<file path="src/rtl/cordic_vectoring_if.sv">
// cordic_vectoring_if: start/ready/done handshake and data bus for the vectoring CORDIC.
// Rev 1.0
`default_nettype none

interface cordic_vectoring_if #(
  parameter int WIDTH = 16
);
  logic                    Start;
  logic signed [WIDTH-1:0] X_in;
  logic signed [WIDTH-1:0] Y_in;
  logic                    Ready;
  logic                    Done;
  logic [WIDTH+1:0]        Magnitude;
  logic signed [15:0]      Angle;

  modport master (
    output Start, X_in, Y_in,
    input  Ready, Done, Magnitude, Angle
  );

  modport slave (
    input  Start, X_in, Y_in,
    output Ready, Done, Magnitude, Angle
  );
endinterface

`default_nettype wire

</file>
<file path="src/rtl/cordic_vectoring.sv">
// cordic_vectoring: iterative vectoring-mode CORDIC, (X, Y) -> (K*|v|, angle), one micro-rotation per cycle.
// Rev 1.0
`default_nettype none

module cordic_vectoring #(
  parameter int WIDTH = 16,
  parameter int ITER  = 16
) (
  input  logic                Clk,
  input  logic                Reset,
  cordic_vectoring_if.slave   bus_io
);

  localparam int XW = WIDTH + 2;
  localparam logic [3:0] LAST = 4'(ITER - 1);

  typedef enum logic [1:0] {
    S_IDLE = 2'd0,
    S_ITER = 2'd1,
    S_DONE = 2'd2
  } state_t;

  state_t                state_q;
  logic signed [XW-1:0]  x_q, y_q, x_d, y_d;
  logic signed [XW-1:0]  x_ext, y_ext, x_pre, y_pre;
  logic signed [15:0]    z_q, z_d, z_pre, ang_q;
  logic [XW-1:0]         mag_q;
  logic [3:0]            cnt_q;
  logic                  zero_q, ready_q, done_q;
  logic signed [15:0]    atan_w;

  function automatic logic signed [15:0] atan_lut(input logic [3:0] idx);
    case (idx)
      4'd0:    atan_lut = 16'sd8192;
      4'd1:    atan_lut = 16'sd4836;
      4'd2:    atan_lut = 16'sd2555;
      4'd3:    atan_lut = 16'sd1297;
      4'd4:    atan_lut = 16'sd651;
      4'd5:    atan_lut = 16'sd326;
      4'd6:    atan_lut = 16'sd163;
      4'd7:    atan_lut = 16'sd81;
      4'd8:    atan_lut = 16'sd41;
      4'd9:    atan_lut = 16'sd20;
      4'd10:   atan_lut = 16'sd10;
      4'd11:   atan_lut = 16'sd5;
      4'd12:   atan_lut = 16'sd3;
      4'd13:   atan_lut = 16'sd1;
      4'd14:   atan_lut = 16'sd1;
      default: atan_lut = 16'sd0;
    endcase
  endfunction

  // Left half-plane inputs are rotated by +/-pi/2 so iterations only cover (-pi/2, pi/2).
  // Extension happens before negation so the most negative input cannot overflow.
  always_comb begin
    x_ext = {{2{bus_io.X_in[WIDTH-1]}}, bus_io.X_in};
    y_ext = {{2{bus_io.Y_in[WIDTH-1]}}, bus_io.Y_in};
    x_pre = x_ext;
    y_pre = y_ext;
    z_pre = 16'sd0;
    if (bus_io.X_in[WIDTH-1]) begin
      if (!bus_io.Y_in[WIDTH-1]) begin
        x_pre = y_ext;
        y_pre = -x_ext;
        z_pre = 16'sd16384;
      end else begin
        x_pre = -y_ext;
        y_pre = x_ext;
        z_pre = -16'sd16384;
      end
    end
  end

  always_comb begin
    atan_w = atan_lut(cnt_q);
    if (!y_q[XW-1]) begin
      x_d = x_q + (y_q >>> cnt_q);
      y_d = y_q - (x_q >>> cnt_q);
      z_d = z_q + atan_w;
    end else begin
      x_d = x_q - (y_q >>> cnt_q);
      y_d = y_q + (x_q >>> cnt_q);
      z_d = z_q - atan_w;
    end
  end

  always_ff @(posedge Clk) begin
    if (!Reset) begin
      state_q <= S_IDLE;
      ready_q <= 1'b1;
      done_q  <= 1'b0;
      mag_q   <= '0;
      ang_q   <= '0;
      cnt_q   <= '0;
      x_q     <= '0;
      y_q     <= '0;
      z_q     <= '0;
      zero_q  <= 1'b0;
    end else begin
      case (state_q)
        S_IDLE: begin
          if (bus_io.Start) begin
            x_q     <= x_pre;
            y_q     <= y_pre;
            z_q     <= z_pre;
            zero_q  <= (bus_io.X_in == '0) && (bus_io.Y_in == '0);
            cnt_q   <= '0;
            ready_q <= 1'b0;
            state_q <= S_ITER;
          end
        end
        S_ITER: begin
          x_q   <= x_d;
          y_q   <= y_d;
          z_q   <= z_d;
          cnt_q <= cnt_q + 4'd1;
          if (cnt_q == LAST) begin
            // A zero vector has no defined angle; report a clean (0, 0).
            mag_q   <= zero_q ? '0 : $unsigned(x_d);
            ang_q   <= zero_q ? '0 : z_d;
            done_q  <= 1'b1;
            state_q <= S_DONE;
          end
        end
        S_DONE: begin
          done_q  <= 1'b0;
          ready_q <= 1'b1;
          state_q <= S_IDLE;
        end
        default: begin
          done_q  <= 1'b0;
          ready_q <= 1'b1;
          state_q <= S_IDLE;
        end
      endcase
    end
  end

  assign bus_io.Ready     = ready_q;
  assign bus_io.Done      = done_q;
  assign bus_io.Magnitude = mag_q;
  assign bus_io.Angle     = ang_q;

endmodule

`default_nettype wire

</file>
<file path="src/flat_wrapper.sv">
// flat-port wrapper written by rule: the top's interface ports become plain ports
module cordic_vectoring_flat 
#(
  parameter int WIDTH = 16,
  parameter int ITER  = 16
)
  (Clk, Reset, bus_io_Start, bus_io_X_in, bus_io_Y_in, bus_io_Ready, bus_io_Done, bus_io_Magnitude, bus_io_Angle);
  cordic_vectoring_if #(.WIDTH(WIDTH)) bus_io_i ();
  input  logic Clk;
  input  logic Reset;
  input wire logic [$bits(bus_io_i.Start)-1:0] bus_io_Start;
  input wire logic [$bits(bus_io_i.X_in)-1:0] bus_io_X_in;
  input wire logic [$bits(bus_io_i.Y_in)-1:0] bus_io_Y_in;
  output wire logic [$bits(bus_io_i.Ready)-1:0] bus_io_Ready;
  output wire logic [$bits(bus_io_i.Done)-1:0] bus_io_Done;
  output wire logic [$bits(bus_io_i.Magnitude)-1:0] bus_io_Magnitude;
  output wire logic [$bits(bus_io_i.Angle)-1:0] bus_io_Angle;
  assign bus_io_i.Start = bus_io_Start;
  assign bus_io_i.X_in = bus_io_X_in;
  assign bus_io_i.Y_in = bus_io_Y_in;
  assign bus_io_Ready = bus_io_i.Ready;
  assign bus_io_Done = bus_io_i.Done;
  assign bus_io_Magnitude = bus_io_i.Magnitude;
  assign bus_io_Angle = bus_io_i.Angle;
  cordic_vectoring #(.WIDTH(WIDTH), .ITER(ITER)) u_core (.Clk(Clk), .Reset(Reset), .bus_io(bus_io_i));
endmodule
</file>
<file path="config.mk">
export PLATFORM = sky130hd
export DESIGN_NAME = cordic_vectoring_flat
export DESIGN_NICKNAME = d
export VERILOG_FILES = /design/src/rtl/cordic_vectoring_if.sv /design/src/rtl/cordic_vectoring.sv /design/src/flat_wrapper.sv
export SDC_FILE = /design/constraint.sdc
export NUM_CORES = 1
export LEC_CHECK = 0
export ABC_AREA = 1
export ABC_CLOCK_PERIOD_IN_PS = 6600
export BUFFER_PORTS_ARGS = -buffer_cell sky130_fd_sc_hd__buf_2
export CAP_MARGIN = 10
export CORE_ASPECT_RATIO = 0.75
export CORE_MARGIN = 10
export CORE_UTILIZATION = 65
export DETAILED_ROUTE_END_ITERATION = 10
export PLACE_DENSITY = 0.85
export SLEW_MARGIN = 20
export SYNTH_ARGS = -nofsm -noshare
export SYNTH_HDL_FRONTEND = slang
export SYNTH_SLANG_ARGS = --single-unit
export TNS_END_PERCENT = 20
</file>
<file path="constraint.sdc">
create_clock -name Clk -period 6.6 [get_ports Clk]
set_clock_uncertainty 0.1 [all_clocks]
set_input_delay 1.32 -clock Clk [delete_from_list [all_inputs] [get_ports Clk]]
set_output_delay 1.32 -clock Clk [all_outputs]
set_load 0.02 [all_outputs]
</file>
[After elaboration in Yosys (flattened, before gate mapping)]
Memory sizes are Yosys's and may differ from the RTL's. A register that Yosys moved wholly into a read port is not among the register bits.
Cells that the tools add are included.
Storage, ports and cells
  register bits after elaboration: 95
  bits of input ports: 35
  output and inout port bits: 36
  ROM bits: 224
  memories: 1
  word-level logic and storage cells: 67
Memories
  (name not given): depth 16, bits a word 14, read ports 1, clocked after memory_dff 1, write ports 0, RTL line cordic_vectoring.sv:33  | case (idx)
Cells by class
  $add $sub $neg: 9
  mux-type cells: 28
  reductions and logical operators: 11
  equal/unequal tests: 4
  bitwise operators: 2
  shift-type cells: 2
Operators with widths (count)
  $mux 18: 9
  $mux 16: 5
  $pmux 18 s2: 2
  $add 18x18->18: 2
  $neg 16->18: 2
  $sshr 18x4->18: 2
  $sub 18x18->18: 2
  $logic_not 16->1: 2
  $pmux 16 s2: 1
  $add 16x16->16: 1
  $sub 16x16->16: 1
  $mux 4: 3
  $reduce_and 2->1: 6
  $pmux 4 s2: 1
  $add 4x1->4 const B: 1
  $eq 4x4->1 const B: 1
  $mux 2: 2
  $pmux 1 s2: 2
  $pmux 2 s2: 1
  $eq 2x1->1 const B: 1
  $logic_not 2->1: 1
  $mux 1: 2
  $ne 2x1->1 const B: 1
  $ne 2x2->1 const B: 1
  3 further kinds: 4

[Depth between registers and ports, before layout]
  word-level depth: 5
  gate-level depth with buffers: 29

[Least setup slack after synthesis]
Ideal clock, no wire load.
  path kind: flip-flop to flip-flop
  start point: register u_core.cnt_q[0]
  end point: register u_core.x_q[13]
  period minus slack after synthesis: 3.437 ns
  buffers on the path: 2
  data required time: 6.443 ns
  data arrival time: 3.280 ns
  stages on the path, launching flop included: 27
  setup slack: 3.163 ns
  cell sequence: dfxtp_1 > inv_2 > buf_6 > buf_8 > nand2_1 > nand3_1 > nand3_1 > nand3_1 > nand2_2 > ha_1 > and3_1 > nor2_1 > nor2_2 > nand2_1 > xor2_1 > ha_1 > nand2_1 > nor2_1 > nand4_1 > o211ai_1 > nand3_1 > o21bai_1 > nor2_1 > nand3b_1 > nand3_1 > nand2_1 > inv_1
Between the ends
  longest elaborated chain between the ends: 4
Ends and longest elaborated chain
  from (decl): RTL line cordic_vectoring.sv:28  | logic [3:0] cnt_q;
  from (signal assigned): RTL line cordic_vectoring.sv:116  | cnt_q <= cnt_q + 4'd1;
  $sshr 18x4->18 (*): RTL line cordic_vectoring.sv:77, cordic_vectoring.sv:81
  $add 18x18->18 or $sub 18x18->18 (tied branches): RTL line cordic_vectoring.sv:77, cordic_vectoring.sv:81
  $mux 18 (*): RTL line cordic_vectoring.sv:76  | if (!y_q[XW-1]) begin
  $pmux 18 s2 (*): RTL line cordic_vectoring.sv:100  | case (state_q)
  to (signal assigned): RTL line cordic_vectoring.sv:103  | x_q <= x_pre;
  to (decl): RTL line cordic_vectoring.sv:24  | logic signed [XW-1:0] x_q, y_q, x_d, y_d;
Mark *: on every way between the ends. The rest lies on a longest branch, timed or not.
A chain may end at the register's enable or synchronous reset.

[Worst setup path in the final report]
  start point: register u_core.cnt_q[1]
  end point: register u_core.x_q[17]
Same word-level chain as after synthesis.

==> flow_summary.yaml <==
outcome:
  status: "finished clean"
synthesis:
  syn_nets: 1764
  synthesis.area_sq_um: 10300
  synth_common_cells: "nand2_1, nand3_1, a21oi_1"
  synth_seq_cells: 109
  yosys-top-cells-area: "dfxtp_1, nand2_1, nand3_1, a21oi_1, ha_1"
  synthCells: 1665
  yosysTopAreaCell: "dfxtp_1"
  synth_warnings: 0
  synth_most_common_cell: "nand2_1"
  synth-edff-count: 0
  synth_area_per_cell_sq_um: 6.21
  ys_seq_area_frac: 0.211
  synthDistinctLibCells: 54
  synthFlopType: "dfxtp_1"
  synth_async_sr_flop_share: 0
  synth_top_area_frac: 0.211
global_route:
  grt_pass1_wl_microns: 53200
  grt_pass1_vias: 10103
  antenna_found_initial: 1
  grt_max_degree: 63
  grt_overflow: 0
  grt_usage: 0.307
clocking:
  cts_hold_buf: 0
  tritoncts: "built"
  htree_levels: 3
  postCtsSetupBuffers: 0
  cts_resized: 0
  numClockSinks: 109
  clkTransAtPathRegs_ns: 0.09
  clock-root-buffer: "clkbuf_16"
  clock_path_buffers: 2
  clock_latency_ns: 0.37
  cts_inserted_buffers: 9
sta:
  rsz0062_at_grt: "no"
  tns_ns: 0
  fmax_mhz: 206
  whs_ns: 0.369
  drv_slew: 0
  setup_viol: 0
  min_period_ns: 4.86
  min_period_over_period: 0.737
  hold_viol: 0
  max_slew.worst_pin.slew_ns: 1.02
  slew_headroom: 0.318
drt:
  first_iter_violations: 1629
  vias: 11553
  antenna_left: 0
  firstDrtPassIters: 6
  drt-wirelength-per-cell_microns: 17.8
  via_per_inst: 6.10
  routed_wl_microns: 33800
  drc: 0
layout:
  antenna_cells: 0
  drive_gt1_frac: 0.108
  syn_to_final_growth_pct: 6.16
  multi_input_area_sq_um: 7140
  fillers: 1393
  seq_area_sq_um: 2180
  final_util: 0.711
  fin_nets: 1783
place:
  hpwl_microns: 25800
  place_congestion: 1.03
  io_buffers: 70
setup_path:
  crit_type: "register to register"
  crit_path_end_kind: "register"
  r2r-start: "u_core.cnt_q[1]"
  worstPathRequired_ns: 6.72
  startpoint: "u_core.cnt_q[1]"
  critPathArrivalTime_ns: 4.98
  startpoint_type: "register"
  cp_max_fo: 35
floorplan:
  dieHeight_microns: 129
  die_area_sq_um: 21400
  start_util: 0.670
  die_w_microns: 166
  core-area_sq_um: 15400
  io_pins: 71
  rows: 39
run:
  cap_violations: 0
worst_hold_path:
  hold_start: "u_core.bus_io.Magnitude[6]"
  hp-class: "register to register"
pwr:
  leakage_nw: 5.31
  powerDensity_nw_per_um2: 330
  irDropWorstVdd_uv: 177
-- worst max-delay path, cell delays in order (launching register included) --
cell and delay [ns]:
dfxtp_1 1.00, inv_4 0.36, nand3_1 0.26, nand3_1 0.11
nand3_1 0.13, nand2_2 0.09, ha_1 0.20, and3_1 0.18
nor2_1 0.18, nor2_2 0.09, o21ai_2 0.11, nor2_4 0.06
nand3_1 0.06, o21ai_0 0.10, ha_1 0.34, a21oi_1 0.19
o21ai_0 0.13, and2_1 0.15, nor4_1 0.48, nand3_1 0.19
nand3_1 0.13, a21oi_1 0.07
-- stage by stage --
step,area [sq um],setup slack (ns),total power [mW],instances
after floorplan,10300,3.16,2.43,1665
after CTS,11000,1.88,3.55,1894
after detailed placement,10700,1.91,2.96,1878
after global routing,11000,1.45,3.88,1894
final,11000,1.74,3.61,1894
after global placement,10700,2.09,2.93,1878
-- worst paths after layout --
| check | endpoint | slack (ns) | depth (start not counted) |
|---|---|---|---|
| worst max-delay path | u_core.x_q[17] | 1.74 | 21 |
| worst min-delay path | u_core.bus_io.Magnitude[6] | 0.37 | 2 |
| worst max register to register | u_core.x_q[17] | 1.74 | 21 |
| worst min register to register | u_core.bus_io.Magnitude[6] | 0.37 | 2 |
-- kinds of logic (layout without fill, tap and decap cells) --
| kind of cell | count (synthesis) | count (layout) | synth area share |
|---|---|---|---|
| adders and majority gates | 64 | 64 | 0.0797 |
| DFF | 109 | 109 | 0.211 |
| AOI/OAI and AO/OA | 334 | 334 | 0.184 |
| and+or+nand+nor | 856 | 856 | 0.372 |
| xor gates and xnor gates | 65 | 65 | 0.0551 |
| buffers and inverters | 237 | 261 | 0.0983 |
-- cell usage in the layout (no fill, tap or decap), types with 3 or more instances in the layout --
master / instances
nand2_1: 445
nand3_1: 208
a21oi_1: 154
inv_1: 146
dfxtp_1: 109
nor2_1: 95
o21ai_0: 89
buf_2: 70
ha_1: 61
xor2_1: 46
nand2_2: 22
o211ai_1: 21
nor3_1: 20
nand3_2: 19
xnor2_1: 19
buf_4: 16
nand4_1: 13
o221ai_1: 11
inv_2: 10
o21ai_1: 10
clkbuf_16: 9
o31ai_1: 8
a31oi_1: 8
nor2_2: 7
o22ai_1: 7
nor2_4: 6
nand3b_1: 6
nand2_4: 4
or2_2: 4
o21ai_2: 3
a22oi_1: 3
o21a_1: 3
a211oi_1: 3
fa_1: 3
clkinv_8: 3
-- final cells by class --
class	count	share of cell area
well taps	205	0.0234
multi-input cells	1319	0.651
repair buffers	86	0.0429
flip-flops and latches	109	0.199
clock buffers	9	0.0205
clock inverters	7	0.00833
inverters	159	0.0546
-- flip-flops by register name, summed over array words and instances, names as in the netlist --
register and flops:
u_core.bus_io.Magnitude 18, u_core.x_q 18, u_core.y_q 18, u_core.bus_io.Angle 16
u_core.z_q 16, u_core.atan_w 14, u_core.cnt_q 4, u_core.state_q 2
u_core.bus_io.Done 1, u_core.bus_io.Ready 1, u_core.zero_q 1
-- metal layers --
layer,vias up,part of all wire,track usage,routed length [microns]
met2,664,0.41,0.430,13700
met5,-,0.00024,0,8
met4,2,0.016,0.0706,543
met1,5217,0.45,0.448,15300
li1,5610,-,-,-
met3,60,0.13,0.0908,4260
-- power breakdown --
| part | leakage [nW] | switching (mW) | total [mW] | internal, mW |
|---|---|---|---|---|
| Clock | 0.152 | 0.310 | 0.585 | 0.275 |
| Combinational | 4.27 | 1.47 | 2.21 | 0.742 |
| Sequential | 0.890 | 0.0929 | 0.817 | 0.725 |
(Power assumes the default switching activity.)
